==> src/rtl/compensation_mem_ctrl.sv <==
// Compensation memory controller.
// Captures the compensation stream from the weight pre-processing unit into a
// small table (3 slots per column, addr = col*3 + slot) with one live bit per
// entry. On Load_Start it replays every slot, column by column, into the
// compensation PE path; empty slots come out as bubbles (Comp_Valid = 0).
//
// Interface semantics: there is no back-pressure anywhere. An input write is
// taken in any cycle where Compensation_out_valid is high (no ready exists);
// Comp_Strobe marks a presented replay slot that the consumer must take in
// that same cycle. Load_Start and Clear are single-cycle requests that are
// only acted on while the controller is idle.
module compensation_mem_ctrl #(
  parameter int SIZE                      = 8,
  parameter int CMEM_SIZE                 = SIZE * 3,
  parameter int CMEM_ADDR_WIDTH           = $clog2(CMEM_SIZE),
  parameter int CROW_WIDTH                = $clog2(SIZE),
  parameter int COMPENSATION_WEIGHT_WIDTH = 4,
  parameter int CNT_WIDTH                 = $clog2(CMEM_SIZE + 1)
) (
  input  logic                                 clk,
  input  logic                                 rst,
  input  logic                                 Compensation_out_valid,
  input  logic [COMPENSATION_WEIGHT_WIDTH-1:0] Compensation_Weight,
  input  logic [CROW_WIDTH-1:0]                Compensation_Row,
  input  logic [CMEM_ADDR_WIDTH-1:0]           Compensation_Mem_Wr_Addr,
  input  logic                                 Clear,
  input  logic                                 Load_Start,
  output logic                                 Comp_Strobe,
  output logic                                 Comp_Valid,
  output logic [COMPENSATION_WEIGHT_WIDTH-1:0] Comp_Weight,
  output logic [CROW_WIDTH-1:0]                Comp_Row,
  output logic [CROW_WIDTH-1:0]                Comp_Col,
  output logic [1:0]                           Comp_Slot,
  output logic                                 Load_Busy,
  output logic                                 Load_Done,
  output logic [CNT_WIDTH-1:0]                 Valid_Count,
  output logic [1:0]                           dbg_state
);

  localparam int CW = COMPENSATION_WEIGHT_WIDTH;
  localparam int EW = CROW_WIDTH + CW;
  localparam logic [CMEM_ADDR_WIDTH:0]   ADDR_LIM = (CMEM_ADDR_WIDTH + 1)'(CMEM_SIZE);
  localparam logic [CMEM_ADDR_WIDTH-1:0] LAST_ADDR = CMEM_ADDR_WIDTH'(CMEM_SIZE - 1);

  typedef enum logic [1:0] {
    IDLE = 2'd0,
    READ = 2'd1,
    DONE = 2'd2
  } state_t;

  state_t state_q, state_d;

  // Storage: {row, weight} per entry plus a live bit per entry.
  logic [EW-1:0]              mem [CMEM_SIZE];
  logic [CMEM_SIZE-1:0]       valid_q;
  logic [CNT_WIDTH-1:0]       count_q;

  // Replay read pointer, with column/slot tracked alongside to avoid a divider.
  logic [CMEM_ADDR_WIDTH-1:0] rd_addr;
  logic [CROW_WIDTH-1:0]      rd_col;
  logic [1:0]                 rd_slot;

  logic                       clear_fire;
  logic                       wr_ok;
  logic [EW-1:0]              rd_entry;

  assign clear_fire = Clear && (state_q == IDLE);
  // Clear has priority over a coincident write; out-of-range addresses are dropped.
  assign wr_ok      = Compensation_out_valid && !clear_fire &&
                      ({1'b0, Compensation_Mem_Wr_Addr} < ADDR_LIM);
  assign rd_entry   = mem[rd_addr];

  // State register.
  always_ff @(posedge clk) begin
    if (rst) state_q <= IDLE;
    else     state_q <= state_d;
  end

  // Next-state logic: one pass over every slot, then a single DONE cycle.
  always_comb begin
    state_d = state_q;
    case (state_q)
      IDLE:    if (Load_Start) state_d = READ;
      READ:    if (rd_addr == LAST_ADDR) state_d = DONE;
      DONE:    state_d = IDLE;
      default: state_d = IDLE;
    endcase
  end

  // Read pointer walks 0..CMEM_SIZE-1 while in READ and sits at 0 otherwise.
  always_ff @(posedge clk) begin
    if (rst || state_q != READ || rd_addr == LAST_ADDR) begin
      rd_addr <= '0;
      rd_col  <= '0;
      rd_slot <= '0;
    end else begin
      rd_addr <= rd_addr + 1'b1;
      if (rd_slot == 2'd2) begin
        rd_slot <= 2'd0;
        rd_col  <= rd_col + 1'b1;
      end else begin
        rd_slot <= rd_slot + 1'b1;
      end
    end
  end

  // Data array write; contents are only meaningful where the live bit is set.
  always_ff @(posedge clk) begin
    if (wr_ok) mem[Compensation_Mem_Wr_Addr] <= {Compensation_Row, Compensation_Weight};
  end

  // Live bits and live-entry count; a rewrite of a live entry leaves the count alone.
  always_ff @(posedge clk) begin
    if (rst || clear_fire) begin
      valid_q <= '0;
      count_q <= '0;
    end else if (wr_ok && !valid_q[Compensation_Mem_Wr_Addr]) begin
      valid_q[Compensation_Mem_Wr_Addr] <= 1'b1;
      count_q <= count_q + CNT_WIDTH'(1);
    end
  end

  // Registered replay outputs: the slot issued this cycle is presented next cycle,
  // so a write to the same address in the issuing cycle is not yet visible.
  always_ff @(posedge clk) begin
    if (rst || state_q != READ) begin
      Comp_Strobe <= 1'b0;
      Comp_Valid  <= 1'b0;
      Comp_Weight <= '0;
      Comp_Row    <= '0;
      Comp_Col    <= '0;
      Comp_Slot   <= '0;
    end else begin
      Comp_Strobe <= 1'b1;
      Comp_Valid  <= valid_q[rd_addr];
      Comp_Weight <= valid_q[rd_addr] ? rd_entry[CW-1:0] : '0;
      Comp_Row    <= valid_q[rd_addr] ? rd_entry[EW-1:CW] : '0;
      Comp_Col    <= rd_col;
      Comp_Slot   <= rd_slot;
    end
  end

  // Busy covers READ and DONE; Done pulses the cycle after the last strobe.
  always_ff @(posedge clk) begin
    if (rst) begin
      Load_Busy <= 1'b0;
      Load_Done <= 1'b0;
    end else begin
      Load_Busy <= (state_d != IDLE);
      Load_Done <= (state_q == DONE);
    end
  end

  assign Valid_Count = count_q;
  assign dbg_state   = state_q;

endmodule

==> config.mk <==
export PLATFORM = sky130hd
export DESIGN_NAME = compensation_mem_ctrl
export DESIGN_NICKNAME = d
export VERILOG_FILES = /design/src/rtl/compensation_mem_ctrl.sv
export SDC_FILE = /design/constraint.sdc
export NUM_CORES = 1
export LEC_CHECK = 0
export ABC_AREA = 1
export CAP_MARGIN = 10
export CORE_UTILIZATION = 57
export CTS_BUF_LIST = sky130_fd_sc_hd__clkbuf_8 sky130_fd_sc_hd__clkbuf_16
export DETAILED_ROUTE_END_ITERATION = 8
export DONT_BUFFER_PORTS = 1
export PLACE_DENSITY = 0.75
export SLEW_MARGIN = 20
export SYNTH_ARGS = -nofsm -noshare
export SYNTH_HDL_FRONTEND = slang
export SYNTH_SLANG_ARGS = --single-unit
export TNS_END_PERCENT = 5
==> constraint.sdc <==
create_clock -name clk -period 2.1 [get_ports clk]
set_input_delay 0.525 -clock clk [delete_from_list [all_inputs] [get_ports clk]]
set_output_delay 0.525 -clock clk [all_outputs]
set_load 0.1 [all_outputs]
; ---- After elaboration in Yosys (flattened, before gate mapping)
; Memories as Yosys holds them, arrays and structs flattened. A register that Yosys moved wholly into a read port is not among the register bits.
; Index checks and enable logic that the tools add are counted.
[word_totals]
register_bits = 50
memories = 1
out_inout_bits = 23
ram_bits = 168
inputBits = 17
wordCells = 54
[memory_table]
columns = name, depth, width, rd, rd_ports_with_merged_regs, wr, line
row1 = mem, 24, 7, 1, 1, 1, 54  ; logic [EW-1:0] mem [CMEM_SIZE];
[classes]
n_mux = 12
reduce_logical = 14
order_cmp = 4
bitwise = 2
n_eq_ne = 5
n_addsub = 4
[ops]
columns = cell, n
row1 = 24-bit bitwise OR, 1
row2 = 5-bit by 6-bit < comparator with 1-bit output (second input constant), 2
row3 = 5-bit by 1-bit adder with 5-bit output (second input constant), 2
row4 = 1-bit binary-select mux with 5-bit select, 2
row5 = 1-bit two-way mux, 6
row6 = 1-bit demux with 5-bit select, 1
row7 = 5-bit == test (second input constant), 1
row8 = 5-bit by 1-bit greater-or-equal comparator with 1-bit output (second input constant), 1
row9 = 1-bit logical AND, 5
row10 = 5-bit < comparator (second input constant), 1
row11 = 2-bit == test (second input constant), 2
row12 = 2-bit two-way mux, 2
row13 = 2-bit one-hot mux with 2 select lines, 1
row14 = 2-bit OR reduction, 2
row15 = 3-bit by 1-bit adder with 3-bit output (second input constant), 1
row16 = 1-bit logical OR, 3
row17 = 2-bit by 1-bit adder with 2-bit output (second input constant), 1
row18 = 2-bit by 1-bit == test with 1-bit output (second input constant), 1
row19 = 1-bit zero test, 2
row20 = 2-bit zero test, 1
row21 = 2-bit by 1-bit inequality test with 1-bit output (second input constant), 1
row22 = 2-bit nonzero test, 1
row23 = 1-bit inverter, 1

; ---- Longest topological paths before layout
; Gate-level depths: netlist (run 1).
[logic_depth]
ltp_word = 7
ltp_mapped = 13
depth_no_buf = 12

; ---- Worst setup path after synthesis (run 1)
; No wires, ideal clock.
[synth_timing]
path_kind = reg2reg
startpoint = register state_q[0], in the netlist dbg_state[0]
endpoint = memory mem[11][0] (netlist name), enable pin
slack_ps = -491
setup_time_ps = 380
path_buffers = 1
synth_period_minus_slack_ps = 2591
stages_incl_launch_ff = 8
arrival_ps = 2211
required_time_ps = 1720
cell_sequence = dfxtp_1 inv_1 nand2_1 nor2_1 nor2_1 inv_1 buf_1 nor3_1
[synth_between]
elab_chain_cells = 7
[synth_lines]
columns = element, line
row1 = start: declaration, 51  ; state_t state_q, state_d;
row2 = start signal: assignment, 76  ; else state_q <= state_d;
row3 = 2-bit zero test, 67  ; assign clear_fire = Clear && (state_q == IDLE);
row4 = 1-bit logical AND, 67
row5 = 1-bit zero test, 69  ; assign wr_ok = Compensation_out_valid && !clear_fire &&
row6 = 1-bit logical AND (2 in series), 69
row7 = 1-bit two-way mux, 109  ; if (wr_ok) mem[Compensation_Mem_Wr_Addr] <= {Compensation_Row, Compensation_Weight};
row8 = 1-bit two-way mux (implied by the code), 109
row9 = end: declaration, 54
; Every way passes these cells.

; ---- Final worst setup path (run 1)
[layout_timing]
startpoint = register rd_addr[0]
endpoint = register Comp_Row[2]
[layout_between]
elab_chain_cells = 4
[layout_lines]
columns = element, line
row1 = start: declaration, 59  ; logic [CMEM_ADDR_WIDTH-1:0] rd_addr;
row2 = start signal: assignment, 97  ; rd_addr <= rd_addr + 1'b1;
row3 = 1-bit binary-select mux with 5-bit select, 137  ; Comp_Row <= valid_q[rd_addr] ? rd_entry[EW-1:CW] : '0;
row4 = 1-bit two-way mux (implied by the code), 137
row5 = 1-bit inverter (no source line), -
row6 = 2-bit OR reduction (no source line), -
row7 = end signal: assignment, 137
row8 = end: declaration, 31  ; output logic [CROW_WIDTH-1:0] Comp_Row,
; Several ways; a longest one is shown, not always the timed one. The select of a mux whose other input is x is not followed.
; A chain may end at the register's enable or synchronous reset.

==> summary.txt, run 1 <==
Pwr per Cell Area - 849 mW/mm^2
Final period util - 86.9%
Number of library cell types mapped by synthesis - 30
Synthesized area per cell - 9.41 sq um
Share of the synthesized area in the top cell type - 51.9%
CP startpoint kind - flip-flop
Final setup vio count - 0
Required time worst endpoint - 2.52 ns
Number of levels in the clock H-tree - 1
DRC Markers - 0
Layout net count - 1097
Depth of the most critical reg-to-reg path - 13
Largest cells by area after synthesis - edfxtp_1, dfxtp_1, nand2_1, nor2_1, nand3_1
Result of the run - finished clean
Gr usage total - 27.1%
Number of buffers on the longest clock path - 3
Number of buffers created by CTS - 24
Sequential share of the synthesized area - 63.6%
CTS hold repair buffers - 0
Setup repair after global routing missed its margin - no
Min-Delay Startpoint - rst
Cell types with the highest counts after synthesis - nand2_1, edfxtp_1, nor2_1
Number of resized instances in the post-cts repair step - 0
Critical path type - reg2reg
Post-CTS setup-driven buffer insertion count - 0
Number of standard cells after synthesis - 1034
Final wirelength - 23.4 mm
Number of standard-cell rows in the floorplan - 47
Synthesis warning total - 0
Post-Synthesis Net Count - 1055
Signal arrival time at the worst endpoint - 2.25 ns
Fin. max-slew vios - 0
Library cell used as clock root buffer - clkbuf_16
Wire length of the first global-routing pass - 36.6 mm
Time the worst path needs with I/O delays and setup - 1.83 ns
Top-count cell post-synth - nand2_1
Setup crit end kind - flip-flop
Utilization after layout - 66.3%
Leakage dissipation - 4.34 nW
Final setup slack of the worst path - 0.274 ns
Transition time of the tightest slew-check pin - 0.718 ns
Start point of the critical path - rd_addr[0]$_SDFF_PP0_
Max frequency - 548 MHz
Number of nets with antenna violations after detailed routing - 0
Count of max-cap constraint violations - 0
Normalized max-slew margin - 52.1%
Starting DRC count in detailed routing - 743
Source-to-sink clock delay at the later pin of the worst-skew pair - 0.51 ns
Ports - 40
Clock slew at the register clock pins of the worst setup and hold paths - 0.06 ns
Final hold viol count - 0
Final Skew - 0.0104 ns
Largest voltage drop on the vdd net - 0.000678 V
Sinks on Clock Net - 225
RePlAce Congestion - 0.904
Share of layout cells above drive strength 1 - 10.9%
Area enclosed by the die boundary - 0.0176 sq mm
Post-detailed-placement half-perimeter wirelength - 14.4 mm
CTS tree - yes
Design Power - 9.38 mW
Number of enable-type register cells in the synthesized netlist - 168
Area growth syn-to-layout - 13.5%
First drt pass iteration count - 6
Share of async-settable or async-resettable flops after synthesis - 0%
Antenna diode count - 0
Number of synthesized register bits - 225
Worst slack after detailed placement - 0.0825 ns
Via/cell ratio - 5.51
Placed standard-cell area - 0.0103 sq mm
Largest fanout on the critical path - 20
Initial antenna violation count - 0
Global-route congestion overflow total - 0
Worst hold path stage count - 1
Sum of negative setup slack - 0 ns
Port bufs - 0
Die boundary width - 133 um
Average wire per standard cell - 17.8 um
Cell Area, Synth - 0.00973 sq mm
Hold Crit Class - in2reg
Core Box Area - 0.0166 sq mm
Pin count of the biggest net entering global routing - 63
Height of the chip - 133 um
Via count of the first global-routing pass - 6910
Commonest register cell after synthesis - edfxtp_1
Via Count - 7243
Effective utilization at floorplan - 58.5%
Crit Reg-Reg Startpoint - rd_addr[0]$_SDFF_PP0_
Summed area of non-filler cells in the final layout - 0.0110 sq mm
Yosys top cell by area - edfxtp_1
## registers in the layout, summed over array words and instances (netlist names)
register and cells:
mem 168, valid_q 24, Valid_Count 5, rd_addr 5, Comp_Weight 4, Comp_Col 3
Comp_Row 3, rd_col 3, Comp_Slot 2, dbg_state 2, rd_slot 2, Comp_Strobe 1
Comp_Valid 1, Load_Busy 1, Load_Done 1
## report_power, final
group / internal [mW] / leakage [nW] / total [mW] / switching, mW
sequential: 4.80 / 1.97 / 4.82 / 0.0177
clock: 2.33 / 0.406 / 3.98 / 1.64
combinational: 0.162 / 1.96 / 0.583 / 0.421
## cell type report
class / instances / area [sq um]
tap: 220 / 275
clock buffer: 27 / 653
multi-input combinational: 666 / 2890
inverter: 89 / 334
fill: 1277 / 5600
timing repair buffer: 70 / 601
clock inverter: 17 / 97.6
sequential: 225 / 6190
## through the flow
step | hold WS, ns | cells
floorplan | 0.397 | 1034
global placement | 0.411 | 1270
detailed placement | 0.414 | 1270
CTS | 0.0755 | 1314
global route | 0.0888 | 1314
finish | 0.0914 | 1314
## worst max-delay path, stage by stage, from the launching register on
cell and delay [ns]:
dfxtp_4 0.45, inv_2 0.08, buf_4 0.21, nand2_1 0.09, nand3_1 0.07, nand2_1 0.09
nand2_1 0.06, nand2_1 0.07, inv_1 0.04, nand2_1 0.08, nand2_1 0.05, nand2_1 0.09
nand2_2 0.13, nor2_1 0.22
## layout by cell type, fill, tap and decap left out, drive strengths merged, types with 2 or more instances in the layout
cell type and instances:
nand2 303, xor2 2, xnor2 3, nor3 33
inv 93, buf 70, nor2 143, ha 4
dfxtp 57, a21oi 41, o22ai 7, o21ai 42
clkbuf 27, o211ai 8, clkinv 12, nand3 76
edfxtp 168
## path summary, 6_finish.rpt
kind	endpoint	slack, ns
worst min-delay path	Load_Done$_SDFF_PP0_	0.09
worst max-delay path	Comp_Row[2]$_SDFF_PP0_	0.27
worst max register to register	Comp_Row[2]$_SDFF_PP0_	0.27
worst min register to register	rd_slot[0]$_SDFF_PP0_	0.43
## logic make-up after synthesis
| group | share of synthesized area [%] |
|---|---|
| AO/OA/AOI/OAI | 5.41 |
| buffers and inverters | 6.74 |
| XOR/XNOR | 0.450 |
| flip-flops | 63.6 |
| AND/OR/NAND/NOR | 23.3 |
| adder cells (fa/ha/maj) | 0.514 |
## layer usage
metal,vias up,share of wire (%),global-route usage [%]
met5,-,0,0
met4,0,2.6,9.13
met3,42,7.6,4.21
met2,331,49,45.7
met1,3393,41,36.0
li1,3477,-,-
Note: power is estimated with default switching activity, not from simulation.
==> run 2, diff against run 1 <==
--- a/config.mk
+++ b/config.mk
@@ -13,4 +13,5 @@
 export DONT_BUFFER_PORTS = 1
 export PLACE_DENSITY = 0.75
+export RECOVER_POWER = 50
 export SLEW_MARGIN = 20
 export SYNTH_ARGS = -nofsm -noshare
==> constraint.sdc (replaced) <==
create_clock -name clk -period 2.1 [get_ports clk]
set_input_delay 0.525 -clock clk [delete_from_list [all_inputs] [get_ports clk]]
set_output_delay 0.525 -clock clk [all_outputs]
set_load 0.02 [all_outputs]
==> summary.txt, run 2 (same netlist as run 1, synthesis figures left out) <==
Share of layout cells above drive strength 1 - 9.11%
Clock slew at the register clock pins of the worst setup and hold paths - 0.06 ns
Final Skew - 0.0180 ns
FF/Latch Area - 0.00619 sq mm
Height of the chip - 133 um
Crit Reg-Reg Startpoint - dbg_state[0]$_SDFF_PP0_
Number of nets with antenna violations after detailed routing - 0
Max stage delay cell, worst path - nor3_1
Fin. max-slew vios - 0
Time the worst path needs with I/O delays and setup - 2.09 ns
Number of buffers created by CTS - 23
Layout net count - 1058
Registers with the highest flip-flop counts - mem x168, valid_q x24
Port bufs - 0
Number of levels in the clock H-tree - 1
Worst R2R End - mem[13][6]$_DFFE_PP_
Area growth syn-to-layout - 11.7%
Inst Count DP - 1232
Required time worst endpoint - 2.24 ns
CP peak stage delay - 0.70 ns
Initial antenna violation count - 0
CTS hold repair buffers - 0
Max frequency - 479 MHz
Number of flip-flops under the largest register name - 168
Number of standard-cell rows in the floorplan - 47
Hold Crit Class - in2reg
Register with the most flip-flops - mem
Die boundary width - 133 um
Critical path type - reg2reg
First drt pass iteration count - 5
Starting DRC count in detailed routing - 650
Library cell used as clock root buffer - clkbuf_16
Leakage dissipation - 4.13 nW
Pin count of the biggest net entering global routing - 91
Via/cell ratio - 5.50
Normalized max-slew margin - 39.6%
DRC Markers - 0
Result of the run - finished clean
Wire length of the first global-routing pass - 36.4 mm
Core Box Area - 0.0166 sq mm
Ports - 40
Via count of the first global-routing pass - 6678
Count of max-cap constraint violations - 0
Source-to-sink clock delay at the later pin of the worst-skew pair - 0.53 ns
Pwr per Cell Area - 868 mW/mm^2
Fillcell total - 1258
Most common cell after layout, fill and taps aside - nand2_1
Average wire per standard cell - 18.1 um
Depth of the most critical reg-to-reg path - 7
Via Count - 7003
Min-Delay Startpoint - rst
Sinks on Clock Net - 225
Global-route congestion overflow total - 0
Gr usage total - 27.1%
Design Power - 9.43 mW
Final setup vio count - 0
Transition time of the tightest slew-check pin - 0.899 ns
Worst hold path stage count - 1
Post-detailed-placement half-perimeter wirelength - 14.3 mm
Cells along the critical path - inv_1 > nand2_1 > nor2_1 > nor2_1 > inv_1 > buf_12 > nor3_1
Effective utilization at floorplan - 58.5%
Setup crit end kind - flip-flop
Setup repair after global routing missed its margin - yes
CTS tree - yes
RePlAce Congestion - 0.837
Multi-input gate area in the final layout - 0.00296 sq mm
Top library cells by usage in the layout, fill and taps aside - nand2_1, edfxtp_1, nor2_1
CP startpoint kind - flip-flop
End point of the most critical hold path - Load_Done$_SDFF_PP0_
Final hold viol count - 0
Final wirelength - 23.0 mm
Largest voltage drop on the vdd net - 0.000564 V
Worst R2R Setup Slack - 0.01 ns
Number of standard cells in the final layout excluding fillers - 1274
Antenna diode count - 0
Largest fanout on the critical path - 24
Area enclosed by the die boundary - 0.0176 sq mm
Number of buffers on the longest clock path - 3
Signal arrival time at the worst endpoint - 2.23 ns
Final period util - 99.3%
==> run 2: worst max path at each step <==
stage                                      startpoint                   end  cells after the start  slack (ns)
after global routing          dbg_state[0]$_SDFF_PP0_   mem[9][0]$_DFFE_PP_                      7       -0.10
final                         dbg_state[0]$_SDFF_PP0_  mem[13][6]$_DFFE_PP_                      7        0.01
after floorplan           Compensation_Mem_Wr_Addr[0]  mem[18][0]$_DFFE_PP_                      6        0.02
after detailed placement  Compensation_Mem_Wr_Addr[4]  mem[14][5]$_DFFE_PP_                      6       -0.22
after CTS                     dbg_state[0]$_SDFF_PP0_  mem[16][1]$_DFFE_PP_                      7      -0.006
after global placement    Compensation_Mem_Wr_Addr[4]  mem[16][1]$_DFFE_PP_                      6       -0.12
==> run 2: routing by layer <==
| layer | vias up | routed length (um) | global-route usage (%) | share of wire [%] |
|---|---|---|---|---|
| li1 | 3402 | - | - | - |
| met4 | 0 | 710 | 10.2 | 3.1 |
| met2 | 304 | 11100 | 44.6 | 48 |
| met5 | - | 0 | 0 | 0 |
| met1 | 3236 | 9550 | 36.1 | 41 |
| met3 | 61 | 1690 | 4.71 | 7.4 |
==> run 2: what timing repair did <==
| item | 4_1_cts | 5_1_grt |
|---|---|---|
| setup buffers | 0 | 0 |
| endpoints found under the setup margin | 42 | 133 |
| resized for setup | 5 | 10 |
| hold endpoints to repair | 0 | 0 |
==> run 2: critical path, delay by kind of cell, from the launching register on <==
| family | cells | cell delay (ns) |
|---|---|---|
| and+or+nand+nor | 4 | 1.01 |
| DFF | 1 | 0.34 |
| buffers and inverters | 3 | 0.32 |
==> run 2: area by class of cell <==
type	instances	area share [%]
Inverter	89	3.07
Clock inverter	10	0.529
Tap cell	220	2.53
Timing Repair Buffer	32	3.02
Sequential cell	225	57.0
Clock buffer	32	6.64
Multi-Input combinational cell	666	27.3
==> run 2: report_power, final <==
| part | internal, mW | switching (mW) |
|---|---|---|
| clock network | 2.40 | 1.68 |
| logic | 0.154 | 0.363 |
| registers | 4.80 | 0.0248 |
| total | 7.36 | 2.07 |
==> run 2: per-stage QoR <==
step | TNS, ns | instance area, sq um | util, % | setup slack (ns) | hold slack (ns)
2_1_floorplan | 0 | 9730 | - | 0.0224 | 0.397
3_3_place_gp | -11.44 | 10000 | 60.2 | -0.121 | 0.406
3_5_place_dp | -21.44 | 10000 | 60.2 | -0.218 | 0.442
4_1_cts | -0.0421 | 10800 | 65.0 | -0.00619 | 0.0622
5_1_grt | -4.81 | 10900 | 65.3 | -0.104 | 0.0597
6_report | 0 | 10900 | 65.3 | 0.0145 | 0.0655
==> run 3, diff against run 2 <==
Settings changed: GPL_TIMING_DRIVEN set to 0, MAX_ROUTING_LAYER set to met4.
==> summary.txt, run 3 (same netlist as run 1, synthesis figures left out) <==
Result of the run - finished clean
Kind of cell adding the most delay to the critical path - buffers and inverters
Largest voltage drop on the vdd net - 0.000697 V
CTS tree - yes
Antenna diode count - 0
Largest fanout on the critical path - 10
Area enclosed by the die boundary - 0.0176 sq mm
Gr usage total - 30.2%
Final wirelength - 25.9 mm
Port bufs - 0
Final hold viol count - 0
Count of max-cap constraint violations - 0
Final Skew - 0.0126 ns
Critical path type - reg2reg
CP startpoint kind - flip-flop
Via count of the first global-routing pass - 7001
CP peak stage delay - 0.38 ns
Most common cell after layout, fill and taps aside - nand2_1
Core Box Area - 0.0166 sq mm
Global-route congestion overflow total - 0
Starting DRC count in detailed routing - 1044
Final setup vio count - 0
Source-to-sink clock delay at the later pin of the worst-skew pair - 0.53 ns
Area growth syn-to-layout - 14.0%
Required time worst endpoint - 2.54 ns
Sum of negative setup slack - 0 ns
Summed area of non-filler cells in the final layout - 0.0111 sq mm
Pin count of the biggest net entering global routing - 25
Fraction of power spent switching nets - 23.6%
Via Count - 7643
Post-detailed-placement half-perimeter wirelength - 16.6 mm
Leakage dissipation - 4.35 nW
Pwr per Cell Area - 817 mW/mm^2
Cells along the critical path - buf_4 > clkinv_1 > clkbuf_1 > o211ai_1 > nand2_1 > nor2_1 > a21oi_1 > nor2_1
First drt pass iteration count - 8
Wire length of the first global-routing pass - 38.9 mm
Number of standard-cell rows in the floorplan - 47
Sinks on Clock Net - 225
Number of nets with antenna violations after detailed routing - 0
Placed standard-cell area - 0.0100 sq mm
WHS - 0.0762 ns
Internal power contribution - 6.93 mW
Share of layout cells above drive strength 1 - 10.8%
Max frequency - 482 MHz
Crit path buf inv count - 3
Most repeated library cell on the critical path - nor2_1
Average wire per standard cell - 19.8 um
Signal arrival time at the worst endpoint - 2.51 ns
Setup repair after global routing missed its margin - yes
RePlAce Congestion - 0.938
Time the worst path needs with I/O delays and setup - 2.07 ns
Number of levels in the clock H-tree - 1
DRC Markers - 0
Initial antenna violation count - 0
Cell depth of the worst setup path - 8
Design Power - 9.07 mW
Depth of the most critical reg-to-reg path - 8
Height of the chip - 133 um
Hold Crit Class - in2reg
Effective utilization at floorplan - 58.5%
Max stage delay cell, worst path - dfxtp_1
Clock network fraction of design power - 40.2%
Utilization after layout - 66.7%
Final period util - 98.7%
Worst hold path stage count - 1
Seq pwr share - 53.2%
Fin. max-slew vios - 0
Clock slew at the register clock pins of the worst setup and hold paths - 0.06 ns
Via/cell ratio - 5.85
Number of buffers on the longest clock path - 3
Registers with the highest flip-flop counts - mem x168, valid_q x24
Transition time of the tightest slew-check pin - 1.16 ns
Register with the most flip-flops - mem
Number of buffers created by CTS - 23
Number of flip-flops under the largest register name - 168
Top library cells by usage in the layout, fill and taps aside - nand2_1, edfxtp_1, nor2_1
Normalized max-slew margin - 22.9%
Setup crit end kind - flip-flop
Ports - 40
Die boundary width - 133 um
Switching Power - 2.14 mW
Fraction of power consumed by combinational cells - 6.6%
Layout net count - 1092
Library cell used as clock root buffer - clkbuf_16
-- run 3: worst paths after layout --
| check | slack [ns] | endpoint | start |
|---|---|---|---|
| worst max-delay path | 0.03 | Comp_Row[1]$_SDFF_PP0_ | rd_addr[2]$_SDFF_PP0_ |
| worst min-delay path | 0.08 | Load_Done$_SDFF_PP0_ | rst |
| worst min register to register | 0.43 | rd_slot[0]$_SDFF_PP0_ | rd_slot[0]$_SDFF_PP0_ |
| worst max register to register | 0.03 | Comp_Row[1]$_SDFF_PP0_ | rd_addr[2]$_SDFF_PP0_ |
-- run 3: cell type report --
type,instances,area [sq um]
repair buffers,12,178
clock buffers,23,576
inverters,89,334
fillers,1277,5550
flip-flops and latches,225,6190
multi-input cells,666,3130
clock inverters,18,78.8
plain buffers,54,333
well taps,220,275
-- run 3: routing by layer --
| layer | vias to the layer above | track usage (%) | wire (um) |
|---|---|---|---|
| met5 | - | - | 0 |
| met4 | 0 | 10.1 | 1120 |
| li1 | 3474 | - | - |
| met1 | 3542 | 39.7 | 9880 |
| met2 | 528 | 47.5 | 12000 |
| met3 | 99 | 5.59 | 2870 |
-- run 3: what timing repair did --
item                                    CTS  global route
gates cloned                              0             0
endpoints found under the setup margin  169           170
buffers inserted                          2            10
hold buffers                              0             0
pin swaps                                 2            10
gates resized for setup                  45            12
-- run 3: worst reg2reg max path, cell delays in order, from the launching register on --
cell and delay, ns:
dfxtp_1 0.38, buf_4 0.23, clkinv_1 0.35, clkbuf_1 0.37, o211ai_1 0.20, nand2_1 0.11
nor2_1 0.13, a21oi_1 0.06, nor2_1 0.17
-- run 3: power groups by stage --
stage / clock network (mW) / registers, mW / logic, mW
after global placement: 0 / 4.92 / 0.512
after detailed placement: 0 / 4.92 / 0.525
after global routing: 3.82 / 4.83 / 0.636
after CTS: 3.65 / 4.83 / 0.565
final: 3.65 / 4.83 / 0.594
after floorplan: 0 / 4.92 / 0.359
-- run 3: through the flow --
step / instances / setup slack (ns)
2_1_floorplan: 1034 / 0.0224
3_3_place_gp: 1254 / -0.622
3_5_place_dp: 1254 / -0.617
4_1_cts: 1297 / -0.279
5_1_grt: 1307 / -0.0332
6_report: 1307 / 0.0266
